## config.mk

```make
export PLATFORM = sky130hd
export DESIGN_NAME = mux_arbiter
export DESIGN_NICKNAME = d
export VERILOG_FILES = /design/src/rtl/mux_arbiter.sv
export SDC_FILE = /design/constraint.sdc
export NUM_CORES = 1
export LEC_CHECK = 0
export ABC_CLOCK_PERIOD_IN_PS = 1900
export BUFFER_PORTS_ARGS = -buffer_cell sky130_fd_sc_hd__buf_2
export CAP_MARGIN = 20
export CORE_MARGIN = 4
export CORE_UTILIZATION = 46
export CTS_BUF_LIST = sky130_fd_sc_hd__clkbuf_8 sky130_fd_sc_hd__clkbuf_16
export DETAILED_ROUTE_END_ITERATION = 7
export GPL_TIMING_DRIVEN = 0
export PLACE_DENSITY = 0.76
export SYNTH_ARGS = -nofsm -noshare
export SYNTH_HDL_FRONTEND = slang
export SYNTH_SLANG_ARGS = --single-unit
```

## constraint.sdc

```tcl
create_clock -name clk -period 1.9 [get_ports clk]
set_input_delay 0.095 -clock clk [delete_from_list [all_inputs] [get_ports clk]]
set_output_delay 0.095 -clock clk [all_outputs]
set_load 0.1 [all_outputs]
```

## src/rtl/mux_arbiter.sv

```systemverilog
// Two-requester arbiter driving a registered shared mux output.
// Define MUX_ARBITER_HOLD_EN to let a contended owner keep the mux for up to MAX_HOLD transfers.
module mux_arbiter #(
    parameter int unsigned WIDTH    = 4,
    parameter int unsigned MAX_HOLD = 4
) (
    input  logic             clk,
    input  logic             reset,
    input  logic             req0,
    input  logic             req1,
    input  logic [WIDTH-1:0] data0,
    input  logic [WIDTH-1:0] data1,
    output logic             grant0,
    output logic             grant1,
    output logic             select,
    output logic [WIDTH-1:0] s,
    output logic             valid
);

    localparam int unsigned CNT_W = 4;

`ifdef MUX_ARBITER_HOLD_EN
    localparam logic [CNT_W-1:0] HOLD_LIM = CNT_W'(MAX_HOLD - 1);
`else
    // Without hold support every contended cycle re-arbitrates.
    localparam logic [CNT_W-1:0] HOLD_LIM = '0;
`endif

    if (MAX_HOLD < 1 || MAX_HOLD > 15) begin : g_max_hold_check
        $error("mux_arbiter: MAX_HOLD must be in 1..15");
    end

    typedef enum logic [1:0] {
        IDLE,
        GRANT0,
        GRANT1
    } state_t;

    state_t           state;
    logic [CNT_W-1:0] hold_cnt;
    logic             last_served;
    logic             own_req;
    logic             other_req;
    state_t           other_state;

    // Grants and select come straight from the state register.
    assign grant0 = (state == GRANT0);
    assign grant1 = (state == GRANT1);
    assign select = (state == GRANT1);

    always_comb begin
        own_req     = select ? req1 : req0;
        other_req   = select ? req0 : req1;
        other_state = select ? GRANT0 : GRANT1;
    end

    always_ff @(posedge clk or posedge reset) begin
        if (reset) begin
            state       <= IDLE;
            s           <= '0;
            valid       <= 1'b0;
            hold_cnt    <= '0;
            last_served <= 1'b1;
        end else begin
            case (state)
                IDLE: begin
                    valid    <= 1'b0;
                    hold_cnt <= '0;
                    // On a tie, the requester that was not served last wins.
                    if (req0 && (!req1 || last_served)) begin
                        state <= GRANT0;
                    end else if (req1) begin
                        state <= GRANT1;
                    end
                end
                GRANT0, GRANT1: begin
                    if (own_req) begin
                        s     <= select ? data1 : data0;
                        valid <= 1'b1;
                        if (hold_cnt == HOLD_LIM && other_req) begin
                            state       <= other_state;
                            last_served <= select;
                            hold_cnt    <= '0;
                        end else if (hold_cnt != HOLD_LIM) begin
                            hold_cnt <= hold_cnt + CNT_W'(1);
                        end
                    end else begin
                        valid       <= 1'b0;
                        last_served <= select;
                        hold_cnt    <= '0;
                        state       <= other_req ? other_state : IDLE;
                    end
                end
                default: begin
                    state    <= IDLE;
                    valid    <= 1'b0;
                    hold_cnt <= '0;
                end
            endcase
        end
    end

endmodule

```

==> Word level (Yosys, flattened, before mapping) <==
Cells that the tools add are included.
{ "word_totals": {"register_bits": 12, "in_bits": 12, "output_inout_bits": 8} }
{ "classes": {"n_addsub": 1, "n_eq_ne": 6, "n_mux": 18, "n_reduce_logical": 11} }
{ "op_table": {"columns": ["op", "count"], "rows": [
  ["4-bit two-way mux", 5],
  ["2-bit two-way mux", 6],
  ["1-bit two-way mux", 6],
  ["3-bit inequality test (second input constant)", 2],
  ["2-bit AND reduction", 3],
  ["4-bit by 1-bit adder with 4-bit output (second input constant)", 1],
  ["4-bit logical NOT", 1],
  ["4-bit inequality test (second input constant)", 1],
  ["2-bit one-hot mux with 2 select lines", 1],
  ["4-bit nonzero test", 1],
  ["2-bit by 1-bit == test with 1-bit output (second input constant)", 1],
  ["2-bit == test (second input constant)", 1],
  ["1-bit logical AND", 2],
  ["2-bit logical NOT", 1],
  ["2-bit by 1-bit inequality test with 1-bit output (second input constant)", 1],
  ["2-bit OR reduction", 1],
  ["1-bit logical NOT", 1],
  ["1-bit logical OR", 1]
]} }

==> Longest topological paths before layout <==
{ "logic_depth": {"word_depth": 6, "mapped_depth": 8, "depth_no_buf": 7} }

==> Least setup slack after synthesis <==
OpenSTA, ideal clock, no wires.
{ "synth_timing": {"path_type": "register to register", "from": "reg state[0]", "to": "reg state[0]", "setup_ps": 128, "t_arrival_ps": 2433, "required_time_ps": 1772, "slack_ps": -660, "path_stages_with_launch": 9, "cell_sequence": "dfrtp_1 > inv_1 > ha_1 > buf_6 > mux2_4 > nand2_4 > inv_2 > a21oi_4 > mux2_1"} }
{ "synth_between": {"elab_chain_cells": 5, "elab_cells_between_ends": 15, "classes_between": "eq/ne: 4; mux: 7; reduce/logical: 4"} }
{ "synth_lines": {"columns": ["item", "line", "source"], "rows": [
  ["from (decl)", "39", "state_t state;"],
  ["from (signal assigned)", "81", "state <= other_state;"],
  ["from (signal assigned)", "91", "state <= other_req ? other_state : IDLE;"],
  ["2-bit == test *", null, null],
  ["named net grant1", "14", "output logic grant1,"],
  ["2-bit two-way mux or 1-bit two-way mux (tied branches)", "54, 53", null],
  ["2-bit two-way mux, or another cell as far along", "91", null],
  ["2-bit two-way mux or 3-bit inequality test (tied branches)", null, null],
  ["2-bit one-hot mux with 2 select lines or 2-bit AND reduction (tied branches)", null, null]
]} }
The timed path passes the listed nets; every way through them passes the cells marked *. The select of a mux whose other input is x is not followed.
A chain may end at the register's enable or synchronous reset.

==> Worst setup path after layout <==
{ "layout_timing": {"from": "reg state[1]", "to": "reg state[0]"} }
{ "layout_between": {"elab_chain_cells": 5, "elab_cells_between_ends": 15, "classes_between": "eq/ne: 4; mux: 7; reduce/logical: 4"} }
{ "layout_lines": {"columns": ["item", "line"], "rows": [
  ["2-bit == test", "49, 65"],
  ["2-bit two-way mux or 1-bit two-way mux (tied branches)", "54, 53"],
  ["2-bit two-way mux, or another cell as far along", "91"],
  ["2-bit two-way mux or 3-bit inequality test (tied branches)", null],
  ["2-bit one-hot mux with 2 select lines or 2-bit AND reduction (tied branches)", null]
]} }
Several ways; a longest one is shown, not always the timed one. The select of a mux whose other input is x is not followed.

==> impl_metrics.json <==
{
  "rsz0062_at_grt": "no",
  "globalplace.congestion": 0.787,
  "setup_viol": 0,
  "required_ns": 2.02,
  "place_area_sq_um": 911,
  "critical_path.max_fanout": 5,
  "hold_violations": 0,
  "antenna_cells": 0,
  "cp.arrival_ns": 1.94,
  "ys_warn_count": 0,
  "status": "complete, no violations",
  "grt-ovfl-total": 0,
  "start_util_pct": 50.3,
  "drcViolationCount": 0,
  "yosysTopAreaCellShare_pct": 35.1,
  "clk_pin_slew_ns": 0.05,
  "drive_gt1_share_pct": 35.9,
  "syn_area_per_cell_sq_um": 9.93,
  "fmax_ghz": 0.549,
  "wl_per_cell_um": 12.2,
  "drv_cap": 0,
  "netlist_instances": 79,
  "layout_commonest_cell": "buf_2",
  "dp_hpwl_um": 1090,
  "synth-edff-count": 0,
  "clockBufferDepth": 2,
  "synth_ff_type": "dfrtp_1",
  "drt_wl_total_um": 1450,
  "crit_path_start_kind": "flop",
  "synth-seq-cells": 12,
  "cts_root_buf": "clkbuf_8",
  "hold_slack_ns": 0.152,
  "grt_pass1_wl_um": 2520,
  "multi_input_area_sq_um": 437,
  "initialDrtViolationCount": 8,
  "die_x_um": 49.3,
  "grt_use_total_pct": 13.6,
  "die_h_um": 49.3,
  "hp-class": "input port to flop",
  "fin_crit_sh_pct": 95.9,
  "antenna_found_initial": 0,
  "tritoncts": "built",
  "io_buffers": 18,
  "synth-seq-area-share_pct": 38.4,
  "dr.pass1.iters": 4,
  "cts_buffers": 3,
  "final_max_slew_viol_count": 0,
  "yosys-top-cells-area": "dfrtp_1, ha_1, mux2i_1, o21ai_0, inv_1",
  "async_flop_share_pct": 100,
  "seqCellArea_sq_um": 303,
  "synth.largest_area_cell": "dfrtp_1",
  "fin_area_sq_um": 987,
  "via_per_inst": 5.21,
  "vias": 620,
  "io_pins": 20,
  "core.rowCount": 14,
  "antenna_left": 0,
  "final_cell_mix": "buf_2, dfrtp_1, inv_1",
  "endpoint_kind": "flop",
  "slew_headroom_pct": 67.8,
  "area_growth_pct": 25.8,
  "worst_slew_pin_slew_ns": 0.487,
  "nFillCells": 126,
  "reg2reg_setup_slack_ns": 0.08,
  "fin_skew_ns": 0.00436,
  "clkLatencyLatePin_ns": 0.24,
  "grt_max_degree": 13,
  "nNetsFinal": 123,
  "crit_type": "flop to flop",
  "yosysUniqueCellTypes": 31,
  "syn-num-nets": 98,
  "cts_max_level": 1,
  "grt_pass1_vias": 594,
  "core_sq_um": 1560,
  "syn_area_sq_um": 785,
  "die-area_sq_um": 2430,
  "min_period_ns": 1.82,
  "clock_sinks": 12
}
state kept, by name, summed over array words and instances (netlist names):
register and flops:
hold_cnt 4, last_served 1, s 4, state 2, valid 1
routing by layer:
metal,part of all wire (%),track usage [%],routed length (um)
met3,5.7,2.75,83
met4,3.0,9.95,43
met2,45,22.5,651
met1,46,15.3,668
met5,0,0,0
metrics by stage:
stage / util [%] / setup slack (ns) / TNS [ns] / std cells
2_1_floorplan: - / -0.109 / -0.109 / 79
3_3_place_gp: 58.4 / 0.0698 / 0 / 113
3_5_place_dp: 58.4 / 0.0533 / 0 / 113
4_1_cts: 62.6 / 0.0379 / 0 / 118
5_1_grt: 63.3 / 0.0105 / 0 / 119
6_report: 63.3 / 0.0782 / 0 / 119
what timing repair did:
item | CTS | global route
gates resized for setup | 0 | 2
hold buffers | 1 | 0
setup buffers | 0 | 1
setup endpoints to repair | 0 | 1
hold endpoints to repair | 11 | 0
area by class of cell:
class	count	share of cell area, %
Tap cell	16	2.03
Sequential cell	12	30.7
Buffer	4	2.92
Timing Repair Buffer	20	10.9
Multi-Input combinational cell	54	44.2
Inverter	9	3.68
Clock buffer	4	5.58
synth_stat cells, types with 2 or more instances:
library cell,number
nor3_1,2
xnor2_1,2
nand3_1,5
buf_2,2
inv_1,8
nand2b_1,3
nor2_1,2
mux2i_1,6
nand2_1,4
o211ai_1,2
a21oi_1,2
ha_1,7
o21ai_0,6
dfrtp_1,11
critical path, cell delays in order (launching register included):
cell and delay [ns]:
dfrtp_1 0.42, inv_1 0.10, ha_1 0.41, nand4_1 0.16
a21oi_1 0.25, a21oi_4 0.06, mux2_4 0.30
logic make-up (layout without fill, tap and decap cells):
kind of cell	count (synthesis)	after routing	share of synthesized area (%)
XOR/XNOR	3	3	3.35
buffers and inverters	13	37	7.97
multiplexers	8	8	11.0
AO/OA/AOI/OAI	16	16	13.4
flip-flops	12	12	38.4
adder cells (fa/ha/maj)	7	7	11.2
AND/OR/NAND/NOR	20	20	14.7
worst paths after layout:
check / cells after the start / from / to
min in group asynchronous: 3 / reset / s[3]
max reg2reg: 6 / state[1] / state[0]
min reg2reg: 2 / s[1] / s[1]
max in group asynchronous: 3 / reset / last_served
max: 6 / state[1] / state[0]
min: 3 / data0[3] / s[3]
Power is left out: the tool's default activity adds up to more than one toggle a clock period on the data nets, which glitch-free logic cannot reach.
